## src/rtl/oven_time_setter_if.sv

```systemverilog
// Key inputs and BCD setpoint outputs of the oven time setter.
// The master drives the keys and mode select; the slave returns the digits.
`timescale 1ns/1ps
interface oven_time_setter_if;
  logic       button1;
  logic       button2;
  logic       toggle_set;
  logic [3:0] sec_ones;
  logic [2:0] sec_tens;
  logic [3:0] min_ones;
  logic [2:0] min_tens;
  logic       set_changed;
  logic       nonzero;

  modport master (
    output button1, button2, toggle_set,
    input  sec_ones, sec_tens, min_ones, min_tens, set_changed, nonzero
  );

  modport slave (
    input  button1, button2, toggle_set,
    output sec_ones, sec_tens, min_ones, min_tens, set_changed, nonzero
  );
endinterface

```

## src/rtl/oven_time_setter.sv

```systemverilog
// Debounced inc/dec keys editing a saturating MM:SS cook-time setpoint (00:00..59:59).
// Auto-repeat while a key is held is built only when REPEAT_EN is defined.
`timescale 1ns/1ps
module oven_time_setter #(
  parameter int DEBOUNCE_CYCLES = 500000,
  parameter int REPEAT_DELAY    = 25000000,
  parameter int REPEAT_RATE     = 10000000,
  parameter int STEP_SEC        = 5
) (
  input  logic              clk,
  input  logic              rst,
  oven_time_setter_if.slave bus
);

  localparam int DB_W = $clog2(DEBOUNCE_CYCLES + 1);
  localparam logic [DB_W-1:0] DB_LAST = DB_W'(DEBOUNCE_CYCLES - 1);
  // An out-of-range configuration degrades to 1-second steps rather than corrupting the digits.
  localparam bit CFG_OK = (STEP_SEC >= 1) && (STEP_SEC <= 9) &&
                          (REPEAT_DELAY >= 1) && (REPEAT_RATE >= 1);
  localparam logic [11:0] STEP_AMT = CFG_OK ? 12'(STEP_SEC) : 12'd1;
  localparam logic [11:0] MAX_SEC  = 12'd3599;

`ifdef REPEAT_EN
  localparam int RPT_MAX = (REPEAT_DELAY > REPEAT_RATE) ? REPEAT_DELAY : REPEAT_RATE;
  localparam int RPT_W   = $clog2(RPT_MAX + 1);
  localparam logic [RPT_W-1:0] DELAY_LOAD = RPT_W'(REPEAT_DELAY - 1);
  localparam logic [RPT_W-1:0] RATE_LOAD  = RPT_W'(REPEAT_RATE - 1);
`endif

  typedef enum logic [1:0] {
    IDLE     = 2'd0,
    HOLD_INC = 2'd1,
    HOLD_DEC = 2'd2,
    BLOCKED  = 2'd3
  } state_t;

  typedef struct packed {
    logic [2:0] min_tens;
    logic [3:0] min_ones;
    logic [2:0] sec_tens;
    logic [3:0] sec_ones;
  } mmss_t;

  function automatic mmss_t to_mmss(input logic [11:0] secs);
    mmss_t       r;
    logic [11:0] mins;
    logic [11:0] rem;
    mins       = secs / 12'd60;
    rem        = secs - (mins * 12'd60);
    r.min_tens = 3'(mins / 12'd10);
    r.min_ones = 4'(mins % 12'd10);
    r.sec_tens = 3'(rem / 12'd10);
    r.sec_ones = 4'(rem % 12'd10);
    return r;
  endfunction

  // Bit 0 carries the increment key (button1), bit 1 the decrement key (button2).
  logic [1:0]      sync1_r;
  logic [1:0]      sync2_r;
  logic [1:0]      db_r;
  logic [1:0]      db_prev_r;
  logic [DB_W-1:0] db_cnt_r [2];
  logic [1:0]      press_s;

  state_t          state_r;
  state_t          state_s;
  logic            step_inc_s;
  logic            step_dec_s;
`ifdef REPEAT_EN
  logic [RPT_W-1:0] rpt_cnt_r;
  logic [RPT_W-1:0] rpt_cnt_s;
`endif

  logic [11:0]     secs_r;
  logic [11:0]     secs_s;
  mmss_t           digits_r;
  logic            set_changed_r;
  logic            nonzero_r;

  // Key synchronizers and per-key debounce counters.
  always_ff @(posedge clk) begin
    if (rst) begin
      sync1_r     <= 2'b11;
      sync2_r     <= 2'b11;
      db_r        <= 2'b11;
      db_prev_r   <= 2'b11;
      db_cnt_r[0] <= DB_W'(0);
      db_cnt_r[1] <= DB_W'(0);
    end else begin
      sync1_r   <= {bus.button2, bus.button1};
      sync2_r   <= sync1_r;
      db_prev_r <= db_r;
      for (int k = 0; k < 2; k++) begin
        if (sync2_r[k] == db_r[k]) begin
          db_cnt_r[k] <= DB_W'(0);
        end else if (db_cnt_r[k] == DB_LAST) begin
          db_r[k]     <= sync2_r[k];
          db_cnt_r[k] <= DB_W'(0);
        end else begin
          db_cnt_r[k] <= db_cnt_r[k] + DB_W'(1);
        end
      end
    end
  end

  assign press_s = db_prev_r & ~db_r;

  // Key FSM: decides when a step is issued and which direction.
  always_comb begin
    state_s    = state_r;
    step_inc_s = 1'b0;
    step_dec_s = 1'b0;
`ifdef REPEAT_EN
    rpt_cnt_s  = RPT_W'(0);
`endif
    if (bus.toggle_set) begin
      state_s = IDLE;
    end else begin
      case (state_r)
        IDLE: begin
          // A press only counts as "alone" when the other key is released.
          if (press_s[0] && db_r[1]) begin
            step_inc_s = 1'b1;
            state_s    = HOLD_INC;
`ifdef REPEAT_EN
            rpt_cnt_s  = DELAY_LOAD;
`endif
          end else if (press_s[1] && db_r[0]) begin
            step_dec_s = 1'b1;
            state_s    = HOLD_DEC;
`ifdef REPEAT_EN
            rpt_cnt_s  = DELAY_LOAD;
`endif
          end else if (press_s[0] || press_s[1]) begin
            state_s = BLOCKED;
          end else begin
            state_s = IDLE;
          end
        end
        HOLD_INC: begin
          if (db_r[0]) begin
            state_s = IDLE;
          end else if (!db_r[1]) begin
            state_s = BLOCKED;
          end else begin
            state_s = HOLD_INC;
`ifdef REPEAT_EN
            if (rpt_cnt_r == RPT_W'(0)) begin
              step_inc_s = 1'b1;
              rpt_cnt_s  = RATE_LOAD;
            end else begin
              rpt_cnt_s  = rpt_cnt_r - RPT_W'(1);
            end
`endif
          end
        end
        HOLD_DEC: begin
          if (db_r[1]) begin
            state_s = IDLE;
          end else if (!db_r[0]) begin
            state_s = BLOCKED;
          end else begin
            state_s = HOLD_DEC;
`ifdef REPEAT_EN
            if (rpt_cnt_r == RPT_W'(0)) begin
              step_dec_s = 1'b1;
              rpt_cnt_s  = RATE_LOAD;
            end else begin
              rpt_cnt_s  = rpt_cnt_r - RPT_W'(1);
            end
`endif
          end
        end
        BLOCKED: begin
          if (db_r[0] && db_r[1]) begin
            state_s = IDLE;
          end else begin
            state_s = BLOCKED;
          end
        end
        default: begin
          state_s = IDLE;
        end
      endcase
    end
  end

  // FSM state register.
  always_ff @(posedge clk) begin
    if (rst) begin
      state_r <= IDLE;
    end else begin
      state_r <= state_s;
    end
  end

`ifdef REPEAT_EN
  // Auto-repeat interval counter.
  always_ff @(posedge clk) begin
    if (rst) begin
      rpt_cnt_r <= RPT_W'(0);
    end else begin
      rpt_cnt_r <= rpt_cnt_s;
    end
  end
`endif

  // Saturating next setpoint in seconds.
  always_comb begin
    secs_s = secs_r;
    if (step_inc_s) begin
      if (secs_r > (MAX_SEC - STEP_AMT)) begin
        secs_s = MAX_SEC;
      end else begin
        secs_s = secs_r + STEP_AMT;
      end
    end else if (step_dec_s) begin
      if (secs_r < STEP_AMT) begin
        secs_s = 12'd0;
      end else begin
        secs_s = secs_r - STEP_AMT;
      end
    end else begin
      secs_s = secs_r;
    end
  end

  // Setpoint, digits and flags all register from the same next value so they stay consistent.
  always_ff @(posedge clk) begin
    if (rst) begin
      secs_r        <= 12'd0;
      digits_r      <= '{3'd0, 4'd0, 3'd0, 4'd0};
      set_changed_r <= 1'b0;
      nonzero_r     <= 1'b0;
    end else begin
      secs_r        <= secs_s;
      digits_r      <= to_mmss(secs_s);
      set_changed_r <= (secs_s != secs_r);
      nonzero_r     <= (secs_s != 12'd0);
    end
  end

  assign bus.sec_ones    = digits_r.sec_ones;
  assign bus.sec_tens    = digits_r.sec_tens;
  assign bus.min_ones    = digits_r.min_ones;
  assign bus.min_tens    = digits_r.min_tens;
  assign bus.set_changed = set_changed_r;
  assign bus.nonzero     = nonzero_r;

endmodule

```

## src/flat_wrapper.sv

```systemverilog
// flat-port wrapper written by rule: the top's interface ports become plain ports
module oven_time_setter_flat 
#(
  parameter int DEBOUNCE_CYCLES = 500000,
  parameter int REPEAT_DELAY    = 25000000,
  parameter int REPEAT_RATE     = 10000000,
  parameter int STEP_SEC        = 5
)
  (clk, rst, bus_button1, bus_button2, bus_toggle_set, bus_sec_ones, bus_sec_tens, bus_min_ones, bus_min_tens, bus_set_changed, bus_nonzero);
  oven_time_setter_if bus_i ();
  input  logic clk;
  input  logic rst;
  input wire logic [$bits(bus_i.button1)-1:0] bus_button1;
  input wire logic [$bits(bus_i.button2)-1:0] bus_button2;
  input wire logic [$bits(bus_i.toggle_set)-1:0] bus_toggle_set;
  output wire logic [$bits(bus_i.sec_ones)-1:0] bus_sec_ones;
  output wire logic [$bits(bus_i.sec_tens)-1:0] bus_sec_tens;
  output wire logic [$bits(bus_i.min_ones)-1:0] bus_min_ones;
  output wire logic [$bits(bus_i.min_tens)-1:0] bus_min_tens;
  output wire logic [$bits(bus_i.set_changed)-1:0] bus_set_changed;
  output wire logic [$bits(bus_i.nonzero)-1:0] bus_nonzero;
  assign bus_i.button1 = bus_button1;
  assign bus_i.button2 = bus_button2;
  assign bus_i.toggle_set = bus_toggle_set;
  assign bus_sec_ones = bus_i.sec_ones;
  assign bus_sec_tens = bus_i.sec_tens;
  assign bus_min_ones = bus_i.min_ones;
  assign bus_min_tens = bus_i.min_tens;
  assign bus_set_changed = bus_i.set_changed;
  assign bus_nonzero = bus_i.nonzero;
  oven_time_setter #(.DEBOUNCE_CYCLES(DEBOUNCE_CYCLES), .REPEAT_DELAY(REPEAT_DELAY), .REPEAT_RATE(REPEAT_RATE), .STEP_SEC(STEP_SEC)) u_core (.clk(clk), .rst(rst), .bus(bus_i));
endmodule
```

## config.mk

```make
export PLATFORM = sky130hd
export DESIGN_NAME = oven_time_setter_flat
export DESIGN_NICKNAME = d
export VERILOG_FILES = /design/src/rtl/oven_time_setter_if.sv /design/src/rtl/oven_time_setter.sv /design/src/flat_wrapper.sv
export SDC_FILE = /design/constraint.sdc
export NUM_CORES = 1
export LEC_CHECK = 0
export BUFFER_PORTS_ARGS = -buffer_cell sky130_fd_sc_hd__buf_2
export CORE_MARGIN = 4
export CORE_UTILIZATION = 43
export CTS_BUF_LIST = sky130_fd_sc_hd__clkbuf_4 sky130_fd_sc_hd__clkbuf_8
export CTS_CLUSTER_DIAMETER = 40
export DETAILED_ROUTE_END_ITERATION = 16
export PLACE_DENSITY = 0.62
export SYNTH_ARGS = -nofsm -noshare
export SYNTH_HDL_FRONTEND = slang
export SYNTH_SLANG_ARGS = --single-unit
```

## constraint.sdc

```tcl
create_clock -name clk -period 17.25 [get_ports clk]
set_input_delay 2.5875 -clock clk [delete_from_list [all_inputs] [get_ports clk]]
set_output_delay 2.5875 -clock clk [all_outputs]
set_load 0.02 [all_outputs]
```

Word level (Yosys, flattened, before mapping) --
Memories as Yosys holds them, arrays and structs flattened. Cells that the tools add are included.
Word-level totals: register bits after elaboration 38, bits in latches 0, RAM bits 38, ROM bits 0, bits of input ports 5, output and inout bits 16, word-level logic and storage cells 104, memories kept 1
Operators by class: $add $sub $neg 5, multiply operators 1, divide/modulo/power cells 5, order comparisons 2, eq/ne operators 8, shifts and indexed selects 0, muxes and demuxes 50, bitwise logic cells 10, reduce and logical (&&, ||, !) cells 9
Memories:
- u_core.db_cnt_r | words 2, bits a word 19, read ports 2, clocked after Yosys merged registers in 0, wr ports 2, RTL line oven_time_setter.sv:62 | logic [DB_W-1:0] db_cnt_r [2];
Operators by type and width (number):
- two-way mux 19 bit | 6
- two-way mux 12 bit | 4
- adder 19 x 1 -> 19 bit (second input constant) | 2
- == test 19 bit (second input constant) | 2
- two-way mux 1 bit | 32
- divider 12 x 4 -> 12 bit (second input constant) | 2
- remainder unit 12 x 4 -> 12 bit (second input constant) | 2
- two-way mux 2 bit | 7
- adder 12 x 3 -> 12 bit (second input constant) | 1
- divider 12 x 6 -> 12 bit (second input constant) | 1
- > comparator 12 bit (second input constant) | 1
- < comparator 12 x 3 -> 1 bit (second input constant) | 1
- multiplier 12 x 4 -> 10 bit (second input constant) | 1
- inequality test 12 bit | 1
- nonzero test 12 bit | 1
- subtractor 12 bit | 1
- subtractor 12 x 3 -> 12 bit (second input constant) | 1
- one-hot mux 2 bit (4 select lines) | 1
- bitwise OR 1 bit | 6
- == test 2 bit (second input constant) | 2
- AND reduction 2 bit | 2
- logical AND 1 bit | 3
- AND 2 bit | 1
- == test 1 bit | 2
- other kinds (6) | 7

Depth between registers and ports, before layout --
Gate-level depths: netlist of the first run.
depth after elaboration 13, gate-level depth with buffers 52

Worst setup path before layout of the first run --
OpenSTA, ideal clock, no wires.
kind in2reg, from in bus_toggle_set, to reg u_core.digits_r, in the netlist u_core.bus.sec_ones[2], arrival 12.767 ns, data required time 17.171 ns, path slack 4.404 ns, stages 45, buffers on the path 6, cell sequence or2_1 > buf_2 > or2_1 > clkbuf_1 > clkbuf_1 > o21ai_0 > o21ai_0 > nand2_1 > inv_1 > nand3_1 > o22ai_2 > inv_2 > a2111o_1 > o31a_1 > a21bo_2 > a2111oi_2 > nor2_1 > a222oi_1 > [9 not listed] > or3_1 > clkbuf_1 > a41o_1 > clkbuf_1 > a211oi_1 > mux2i_2 > o221a_2 > a211oi_1 > o32ai_2 > a311o_1 > nand3_2 > buf_6 > nand2_1 > a311oi_1 > ha_1 > inv_1 > a31oi_1 > a211oi_2
On the way: word-level cells in the longest chain between the ends 7
RTL lines:
- start, declared | RTL line flat_wrapper.sv:15 | input wire logic [$bits(bus_i.toggle_set)-1:0] bus_toggle_set;
- two-way mux 1 bit | RTL line oven_time_setter.sv:116 | if (bus.toggle_set) begin
- two-way mux 12 bit | RTL line oven_time_setter.sv:217 | end else if (step_dec_s) begin
- two-way mux 12 bit * | RTL line oven_time_setter.sv:211 | if (step_inc_s) begin
- via u_core.secs_s[9] | RTL line oven_time_setter.sv:75 | logic [11:0] secs_s;
- divider 12 x 6 -> 12 bit | RTL line oven_time_setter.sv:48 | mins = secs / 12'd60;
- multiplier 12 x 4 -> 10 bit | RTL line oven_time_setter.sv:49 | rem = secs - (mins * 12'd60);
- subtractor 12 bit * | RTL line oven_time_setter.sv:49
- remainder unit 12 x 4 -> 12 bit * | RTL line oven_time_setter.sv:53 | r.sec_ones = 4'(rem % 12'd10);
- end signal, assigned | RTL line oven_time_setter.sv:232 | digits_r <= '{3'd0, 4'd0, 3'd0, 4'd0};
- end signal, assigned | RTL line oven_time_setter.sv:237 | digits_r <= to_mmss(secs_s);
- end, declared | RTL line oven_time_setter.sv:76 | mmss_t digits_r;
The timed path passes the listed nets; every way through them passes the cells marked *. A chain may end at the register's enable or synchronous reset.

Worst setup path in the final report of the first run --
from in bus_toggle_set, to reg u_core.digits_r, in the netlist u_core.bus.sec_ones[2]
On the way: word-level cells in the longest chain between the ends 7
RTL lines (RTL line):
- two-way mux 1 bit | oven_time_setter.sv:116
- two-way mux 12 bit | oven_time_setter.sv:217
- two-way mux 12 bit * | oven_time_setter.sv:211
- divider 12 x 6 -> 12 bit | oven_time_setter.sv:48
- multiplier 12 x 4 -> 10 bit | oven_time_setter.sv:49
- subtractor 12 bit * | oven_time_setter.sv:49
- remainder unit 12 x 4 -> 12 bit * | oven_time_setter.sv:53
Every way passes the cells marked *; elsewhere a longest branch is shown, timed or not.

==> results.yml, run 1 <==
outcome:
  run_status: "completed"
routing:
  ant_nets: 0
  maxUsedRoutingLayer: "met4"
  wirelength_mm: 19.6
  drc: 0
  met1_length_mm: 9.48
  wl_met3_um: 984
  firstDrtPassIters: 5
  wire_per_inst_um: 15.6
  num_vias: 7362
  drt_iter0_drc: 428
  route.met2.wl_mm: 8.83
  via_per_inst: 5.85
synth:
  synth_edf_count: 38
  synthArstFlopShare_pct: 0
  ys_seq_elements: 75
  yosysUniqueCellTypes: 109
  netlist_instances: 995
  ys.flop_type: "edfxtp_1"
  synth_top_area_cell: "edfxtp_1"
  yosysWarnings: 0
  synth.top_cell.area_share_pct: 14.2
  synth_area_sq_um: 8030
  synth_area_leaders: "edfxtp_1, dfxtp_1, ha_1, nor2_1, xnor2_1"
  seq_area_frac_synth_pct: 23.4
  avgSynthCellArea_sq_um: 8.07
cells_and_area:
  antenna_cells: 0
  area_growth_pct: 7.05
  final_cell_mix: "nor2_1, nand2_1, inv_1, a21oi_1, ha_1"
  drive_above_1_share_pct: 9.43
  final_nets: 1087
  final_common_cell: "nor2_1"
sta:
  fin_crit_ns: 14.35
  timing.fmax_mhz: 69.7
  setup_viol_count_final: 0
  tightest_slew_ns: 1.06
  timing.setup.tns_ns: 0
  clock-skew-final_ns: 0.00788
  final_max_slew_viol_count: 0
  hold_viol: 0
  fin_crit_sh_pct: 83.2
  rsz0062_at_grt: "no"
  max_slew_margin_pct: 29.4
floorplanning:
  initial_core_util_pct: 44.3
  dieArea_sq_um: 20900
  coreArea_sq_um: 18100
  die_h_um: 145
  pin_count: 21
  die_w_um: 145
  rows: 49
power:
  leakagePower_nw: 3.35
  power_frac_clock_pct: 40.4
  vdd_ir_drop_max_uv: 28.2
  sw_frac_of_total_pct: 23.7
  total_power_w: 0.000344
  intPower_w: 0.000263
  powerDensity_nw_per_um2: 40.1
  p_sw_w: 0.0000817
  p_comb_share_pct: 3.0
  power_frac_seq_pct: 56.7
clocking:
  cts.clk_slew.worst_paths_ns: 0.09
  clock_latency_ns: 0.36
  post_cts_resized: 0
  cts_buffers: 9
  hold_buffers: 0
  clk_path_buf_depth: 2
  cts_setup_buffers: 0
  cts_root_buf: "clkbuf_8"
  cts_tree: "yes"
  cts.sink_count: 75
  cts_max_level: 3
placed_design:
  dp_hpwl_mm: 14.9
  io_buffers: 20
  gp_congestion: 0.921
critical_path:
  crit_path_start_kind: "input port"
  cp.arrival_ns: 14.62
  slowest_delay_ns: 0.95
  worstSetupEndpointType: "register"
  crit_required_ns: 17.53
  critPathKind: "input port to register"
  slowest_stage: "a222oi_1"
  crit_top_cell: "nor2_1"
  critPathMaxFanout: 15
job:
  maxCapViolCount: 0
min_path:
  hp-class: "register to register"
global_routing:
  grt_use_total_pct: 19.0
  grt_pass1_wl_mm: 33.1
  gr-total-overflow: 0
  antenna_found_initial: 0
  grt_max_degree: 36
  grt_pass1_vias: 6796
==> power by group through the flow <==
stage	sequential, W	clock (W)	combinational, W
after global placement	0.000199	0	0.0000101
after CTS	0.000195	0.000144	0.0000102
after global routing	0.000196	0.000150	0.0000121
after detailed placement	0.000199	0	0.0000101
final	0.000195	0.000139	0.0000103
after floorplan	0.000198	0	0.00000835
==> cells in the mapped netlist (all sizes together), types with 8 or more instances <==
| cell | count |
|---|---|
| nor2 | 139 |
| nand2 | 69 |
| inv | 57 |
| a21oi | 56 |
| ha | 46 |
| nand3 | 42 |
| edfxtp | 38 |
| dfxtp | 37 |
| o21ai | 36 |
| xnor2 | 36 |
| xor2 | 32 |
| nor3 | 29 |
| clkbuf | 28 |
| mux2i | 24 |
| a211oi | 20 |
| nand4 | 17 |
| or2 | 17 |
| buf | 14 |
| nor4 | 14 |
| a21o | 13 |
| and3 | 13 |
| nand2b | 13 |
| a31oi | 12 |
| fa | 12 |
| o211ai | 11 |
| nor2b | 10 |
| o2111ai | 9 |
| o31ai | 9 |
| or3 | 8 |
==> flip-flops by register name, indices dropped and copies added, names as in the netlist <==
name and cells:
u_core.bus.nonzero 1, u_core.db_cnt_r 38, u_core.sync1_r 2, u_core.bus.sec_ones 3, u_core.bus.set_changed 1, u_core.bus.min_tens 3, u_core.db_r 2, u_core.db_prev_r 2
u_core.bus.min_ones 4, u_core.state_r 2, u_core.secs_r 12, u_core.bus.sec_tens 3, u_core.sync2_r 2
==> cells by family (layout without fill, tap and decap cells) <==
group | Yosys count | count (layout) | synth area share (%)
muxes | 29 | 29 | 3.78
other | 1 | 38 | 0.0467
buffers and inverters | 101 | 98 | 5.06
and+or+nand+nor | 399 | 399 | 24.8
xor gates and xnor gates | 69 | 69 | 8.04
AOI/OAI and AO/OA | 262 | 262 | 24.5
DFF | 75 | 75 | 23.4
adders and majority gates | 59 | 59 | 10.3
==> final timing paths <==
path                startpoint                     end  slack [ns]  cells after the start
max             bus_toggle_set  u_core.bus.sec_ones[2]        2.90                     43
min          u_core.sync1_r[1]       u_core.sync2_r[1]        0.42                      1
min reg2reg  u_core.sync1_r[1]       u_core.sync2_r[1]        0.42                      1
max reg2reg   u_core.secs_r[7]  u_core.bus.sec_ones[2]        4.50                     42
==> stage by stage <==
| stage | std cells | util [%] | hold slack [ns] | setup slack (ns) | instance area, sq um |
|---|---|---|---|---|---|
| final | 1258 | 47.4 | 0.424 | 2.90 | 8600 |
| after detailed placement | 1242 | 46.3 | 0.396 | 2.71 | 8400 |
| after floorplan | 1032 | - | 0.389 | 4.40 | 8170 |
| after global routing | 1258 | 47.4 | 0.465 | 2.11 | 8600 |
| after CTS | 1258 | 47.4 | 0.430 | 3.02 | 8600 |
| after global placement | 1242 | 46.3 | 0.408 | 2.77 | 8400 |
==> worst max-delay path: cells and delay by family <==
family / cells / cell delay, ns
xor gates and xnor gates: 2 / 0.33
AOI/OAI and AO/OA: 19 / 5.67
adders and majority gates: 5 / 2.22
and+or+nand+nor: 12 / 2.99
buffers and inverters: 4 / 0.48
muxes: 1 / 0.34
==> layer usage <==
layer / vias up / global-route usage, %
li1: 3703 / -
met1: 3407 / 27.5
met2: 229 / 30.2
met3: 23 / 2.14
met4: 0 / 4.86
met5: - / 0
==> cell type report <==
type                    instances  area (sq um)
well taps                     229           287
clock buffers                   9           124
clock inverters                 7          75.1
flip-flops and latches         75          1880
repair buffers                 23           123
multi-input cells             856          5890
inverters                      59           221
fillers                      1810          9550
Note: power is estimated with default switching activity, not from simulation.
==> run 2, diff against run 1 <==
==> constraint.sdc (replaced) <==
create_clock -name clk -period 14.87 [get_ports clk]
set_input_delay 2.2305 -clock clk [delete_from_list [all_inputs] [get_ports clk]]
set_output_delay 2.2305 -clock clk [all_outputs]
set_load 0.02 [all_outputs]
==> results.yml, run 2 (synthesis gave the netlist of run 1 again) <==
power:
  powerDensity_nw_per_um2: 43.6
  vdd_ir_drop_max_uv: 34.7
  leakagePower_nw: 3.34
  total_power_w: 0.000375
  intPower_w: 0.000285
  sw_frac_of_total_pct: 23.9
  p_comb_share_pct: 3.2
  power_frac_clock_pct: 36.4
  p_sw_w: 0.0000896
  power_frac_seq_pct: 60.4
sta:
  setup_viol_count_final: 0
  final_max_slew_viol_count: 0
  tightest_slew_ns: 1.02
  rsz0062_at_grt: "no"
  fin_crit_ns: 13.73
  whs_ns: 0.421
  timing.fmax_mhz: 72.8
  timing.setup.tns_ns: 0
  fin_crit_sh_pct: 92.3
  hold_viol: 0
  clock-skew-final_ns: 0.0117
  max_slew_margin_pct: 31.1
cells_and_area:
  regMostFlops: "u_core.db_cnt_r"
  final_nets: 1091
  final_common_cell: "nor2_1"
  final_cell_mix: "nor2_1, nand2_1, inv_1, a21oi_1, ha_1"
  drive_above_1_share_pct: 9.87
  area_growth_pct: 7.05
  largest_reg_flops: 38
  antenna_cells: 0
  instances_no_fill: 1262
placed_design:
  io_buffers: 20
  dp_cells: 1246
  gp_congestion: 0.931
  dp_hpwl_mm: 14.8
global_routing:
  grt_pass1_vias: 6661
  gr-total-overflow: 0
  grt_max_degree: 36
  antenna_found_initial: 0
  grt_use_total_pct: 18.7
  grt_pass1_wl_mm: 32.6
outcome:
  run_status: "completed"
critical_path:
  slowest_delay_ns: 0.78
  path_delay_family: "compound AO/OA/AOI/OAI gates"
  cp.arrival_ns: 14.02
  critPathKind: "input port to register"
  crit_buf_inv: 4
  crit_top_cell: "fa_1"
  critPathMaxFanout: 15
  slowest_stage: "a222oi_1"
  worstSetupEndpointType: "register"
  crit_required_ns: 15.16
  crit_path_start_kind: "input port"
routing:
  num_vias: 7382
  wire_per_inst_um: 15.3
  drc: 0
  drt_iter0_drc: 516
  ant_nets: 0
  firstDrtPassIters: 5
  via_per_inst: 5.85
  wirelength_mm: 19.3
clocking:
  cts.clk_slew.worst_paths_ns: 0.08
  cts_setup_buffers: 0
  clock_latency_ns: 0.36
  hold_buffers: 0
  cts.sink_count: 75
  cts_root_buf: "clkbuf_8"
  post_cts_resized: 0
  cts_max_level: 3
  cts_tree: "yes"
  cts_buffers: 9
  clk_path_buf_depth: 2
floorplanning:
  coreArea_sq_um: 18100
  die_w_um: 145
  pin_count: 21
  dieArea_sq_um: 20900
  initial_core_util_pct: 44.3
  die_h_um: 145
  rows: 49
job:
  maxCapViolCount: 0
min_path:
  hp-class: "register to register"
## run 2: cell count changes in the layout (fill, tap and decap cells not counted), sizes merged
cell	before	now
buf	23	27
clkinvlp	0	4
inv	59	57
bufinv	1	0
clkinv	6	5
## run 2: power groups by stage
stage          sequential, W  clock, W  combinational (W)
4_1_cts             0.000227  0.000143          0.0000119
3_5_place_dp        0.000231         0          0.0000118
3_3_place_gp        0.000231         0          0.0000118
2_1_floorplan       0.000230         0         0.00000968
5_1_grt             0.000227  0.000150          0.0000140
6_report            0.000227  0.000137          0.0000120
## run 2: per-stage QoR
step	cell area, sq um	setup slack (ns)	util [%]
2_1_floorplan	8170	2.38	-
3_5_place_dp	8430	0.851	46.5
5_1_grt	8600	0.219	47.4
6_report	8600	1.14	47.4
3_3_place_gp	8430	1.04	46.5
4_1_cts	8600	1.22	47.4
## run 2: metal layers
| metal | share of wire, % | vias to the layer above | GRT usage, % |
|---|---|---|---|
| met3 | 4.5 | 35 | 2.30 |
| met2 | 45 | 186 | 30.4 |
| met4 | 2.3 | 0 | 5.15 |
| met1 | 48 | 3459 | 26.3 |
| li1 | - | 3702 | - |
| met5 | 0 | - | 0 |
## run 2: final cells by class
| cell class | count | area, sq um |
|---|---|---|
| inverters | 59 | 221 |
| repair buffers | 27 | 153 |
| multi-input cells | 856 | 5890 |
| clock inverters | 7 | 45.0 |
| well taps | 229 | 287 |
| clock buffers | 9 | 124 |
| flip-flops and latches | 75 | 1880 |
| fillers | 1759 | 9550 |
## run 2: path summary, 6_finish.rpt
kind | start | endpoint | cells past startpoint | slack (ns)
max | bus_toggle_set | u_core.bus.sec_ones[2] | 41 | 1.14
min reg2reg | u_core.sync1_r[1] | u_core.sync2_r[1] | 1 | 0.42
min | u_core.sync1_r[1] | u_core.sync2_r[1] | 1 | 0.42
max reg2reg | u_core.secs_r[7] | u_core.bus.sec_ones[2] | 39 | 2.45
## run 2: worst register-to-register path: cells and delay by family (launching register included)
family                     cells  cell delay (ns)
AOI/OAI and AO/OA             22             6.77
muxes                          1             0.34
adders and majority gates      5             2.07
buffers and inverters          2             0.31
and+or+nand+nor                8             2.36
DFF                            1             0.42
xor gates and xnor gates       1             0.08
==> run 3, diff against run 2 <==
==> constraint.sdc (replaced) <==
create_clock -name clk -period 14.87 [get_ports clk]
set_input_delay 2.974 -clock clk [delete_from_list [all_inputs] [get_ports clk]]
set_output_delay 2.974 -clock clk [all_outputs]
set_load 0.02 [all_outputs]
==> results.yml, run 3 (synthesis gave the netlist of run 1 again) <==
cells_and_area:
  final_util_pct: 48.4
  antenna_cells: 0
  final_common_cell: "nor2_1"
  largest_reg_flops: 38
  regMostFlops: "u_core.db_cnt_r"
  final_nets: 1104
  area_growth_pct: 9.22
  final_cell_mix: "nor2_1, nand2_1, inv_1, a21oi_1, ha_1"
  drive_above_1_share_pct: 11.3
routing:
  firstDrtPassIters: 6
  ant_nets: 0
  via_per_inst: 5.82
  drc: 0
  num_vias: 7418
  wire_per_inst_um: 15.1
  drt_iter0_drc: 461
  wirelength_mm: 19.2
job:
  maxCapViolCount: 0
global_routing:
  gr-total-overflow: 0
  grt_max_degree: 36
  grt_util_met2_pct: 29.7
  antenna_found_initial: 0
  grt_pass1_vias: 6586
  busiest_layer: "met2"
  grt_use_total_pct: 18.4
  grtUsageMet1_pct: 26.2
  grt_util_met3_pct: 1.87
  grt_pass1_wl_mm: 32.1
clocking:
  clock_latency_ns: 0.36
  cts_max_level: 3
  cts_buffers: 9
  cts.sink_count: 75
  cts.clk_slew.worst_paths_ns: 0.07
  clk_path_buf_depth: 2
  cts_tree: "yes"
  hold_buffers: 0
  cts_root_buf: "clkbuf_8"
placed_design:
  preCtsSetupSlack_ns: 0.500
  gp_congestion: 0.945
  dp_hpwl_mm: 14.8
  io_buffers: 20
power:
  power_frac_seq_pct: 54.1
  leakagePower_nw: 3.45
  p_sw_w: 0.0000905
  sw_frac_of_total_pct: 21.6
  intPower_w: 0.000328
  powerDensity_nw_per_um2: 47.7
  vdd_ir_drop_max_uv: 40.6
  power_frac_clock_pct: 43.1
  p_comb_share_pct: 2.8
sta:
  hold_viol: 0
  timing.fmax_mhz: 73.1
  tightest_slew_ns: 0.976
  final_max_slew_viol_count: 0
  whs_ns: 0.417
  timing.setup.tns_ns: 0
  clock-skew-final_ns: 0.0138
  fin_crit_ns: 13.68
  max_slew_margin_pct: 34.0
  setup_viol_count_final: 0
  fin_crit_sh_pct: 92.0
  rsz0062_at_grt: "no"
  finalWorstSetupSlack_ns: 1.19
critical_path:
  crit_required_ns: 15.15
  crit_buf_inv: 5
  slowest_stage: "fa_1"
  cp.arrival_ns: 13.96
  critPathKind: "input port to register"
  reg2reg_slack_ns: 3.06
  path_delay_family: "compound AO/OA/AOI/OAI gates"
  critPathMaxFanout: 15
  worstSetupEndpointType: "register"
  slowest_delay_ns: 0.51
  crit_path_start_kind: "input port"
  crit_top_cell: "fa_1"
floorplanning:
  rows: 49
  initial_core_util_pct: 44.3
  pin_count: 21
  coreArea_sq_um: 18100
  die_w_um: 145
  die_h_um: 145
  dieArea_sq_um: 20900
min_path:
  hp-class: "register to register"
outcome:
  run_status: "completed"
-- run 3: changes by cell type in the layout (fill, tap and decap cells not counted), sizes merged --
cell	delta
clkinvlp	-3
buf	+13
clkbuf	+2
inv	+1
bufinv	+2
clkinv	-2
-- run 3: timing repair --
item,CTS,global route
setup endpoints to repair,0,2
setup buffers,0,3
gates resized for setup,0,3
-- run 3: final cells by class --
type,instances,area (sq um)
fill,1812,9370
multi-input combinational,856,5900
sequential,75,1880
tap,229,287
timing repair buffer,40,250
inverter,59,221
clock buffer,11,145
clock inverter,5,85.1
-- run 3: worst paths after layout --
path,startpoint,to,cells after the start
hold / removal,u_core.sync1_r[0],u_core.sync2_r[0],1
setup / recovery,bus_toggle_set,u_core.bus.sec_ones[2],43
setup reg to reg,u_core.secs_r[7],u_core.bus.sec_ones[2],41
hold reg to reg,u_core.sync1_r[0],u_core.sync2_r[0],1
-- run 3: metrics by stage --
step / total power (W) / instance area (sq um) / cells
after floorplan: 0.000240 / 8170 / 1032
after global placement: 0.000243 / 8510 / 1256
after detailed placement: 0.000243 / 8510 / 1256
after CTS: 0.000425 / 8740 / 1272
after global routing: 0.000437 / 8770 / 1275
final: 0.000419 / 8770 / 1275
-- run 3: power groups by stage --
stage | combinational (W) | sequential [W] | clock, W
6_report | 0.0000119 | 0.000226 | 0.000180
5_1_grt | 0.0000140 | 0.000227 | 0.000195
4_1_cts | 0.0000118 | 0.000226 | 0.000187
3_5_place_dp | 0.0000117 | 0.000231 | 0
3_3_place_gp | 0.0000118 | 0.000231 | 0
2_1_floorplan | 0.00000968 | 0.000230 | 0
-- run 3: routing by layer --
layer / vias up / part of all wire, %
met5: - / 0
met4: 0 / 1.8
met3: 26 / 4.5
met2: 207 / 46
met1: 3448 / 47
li1: 3737 / -
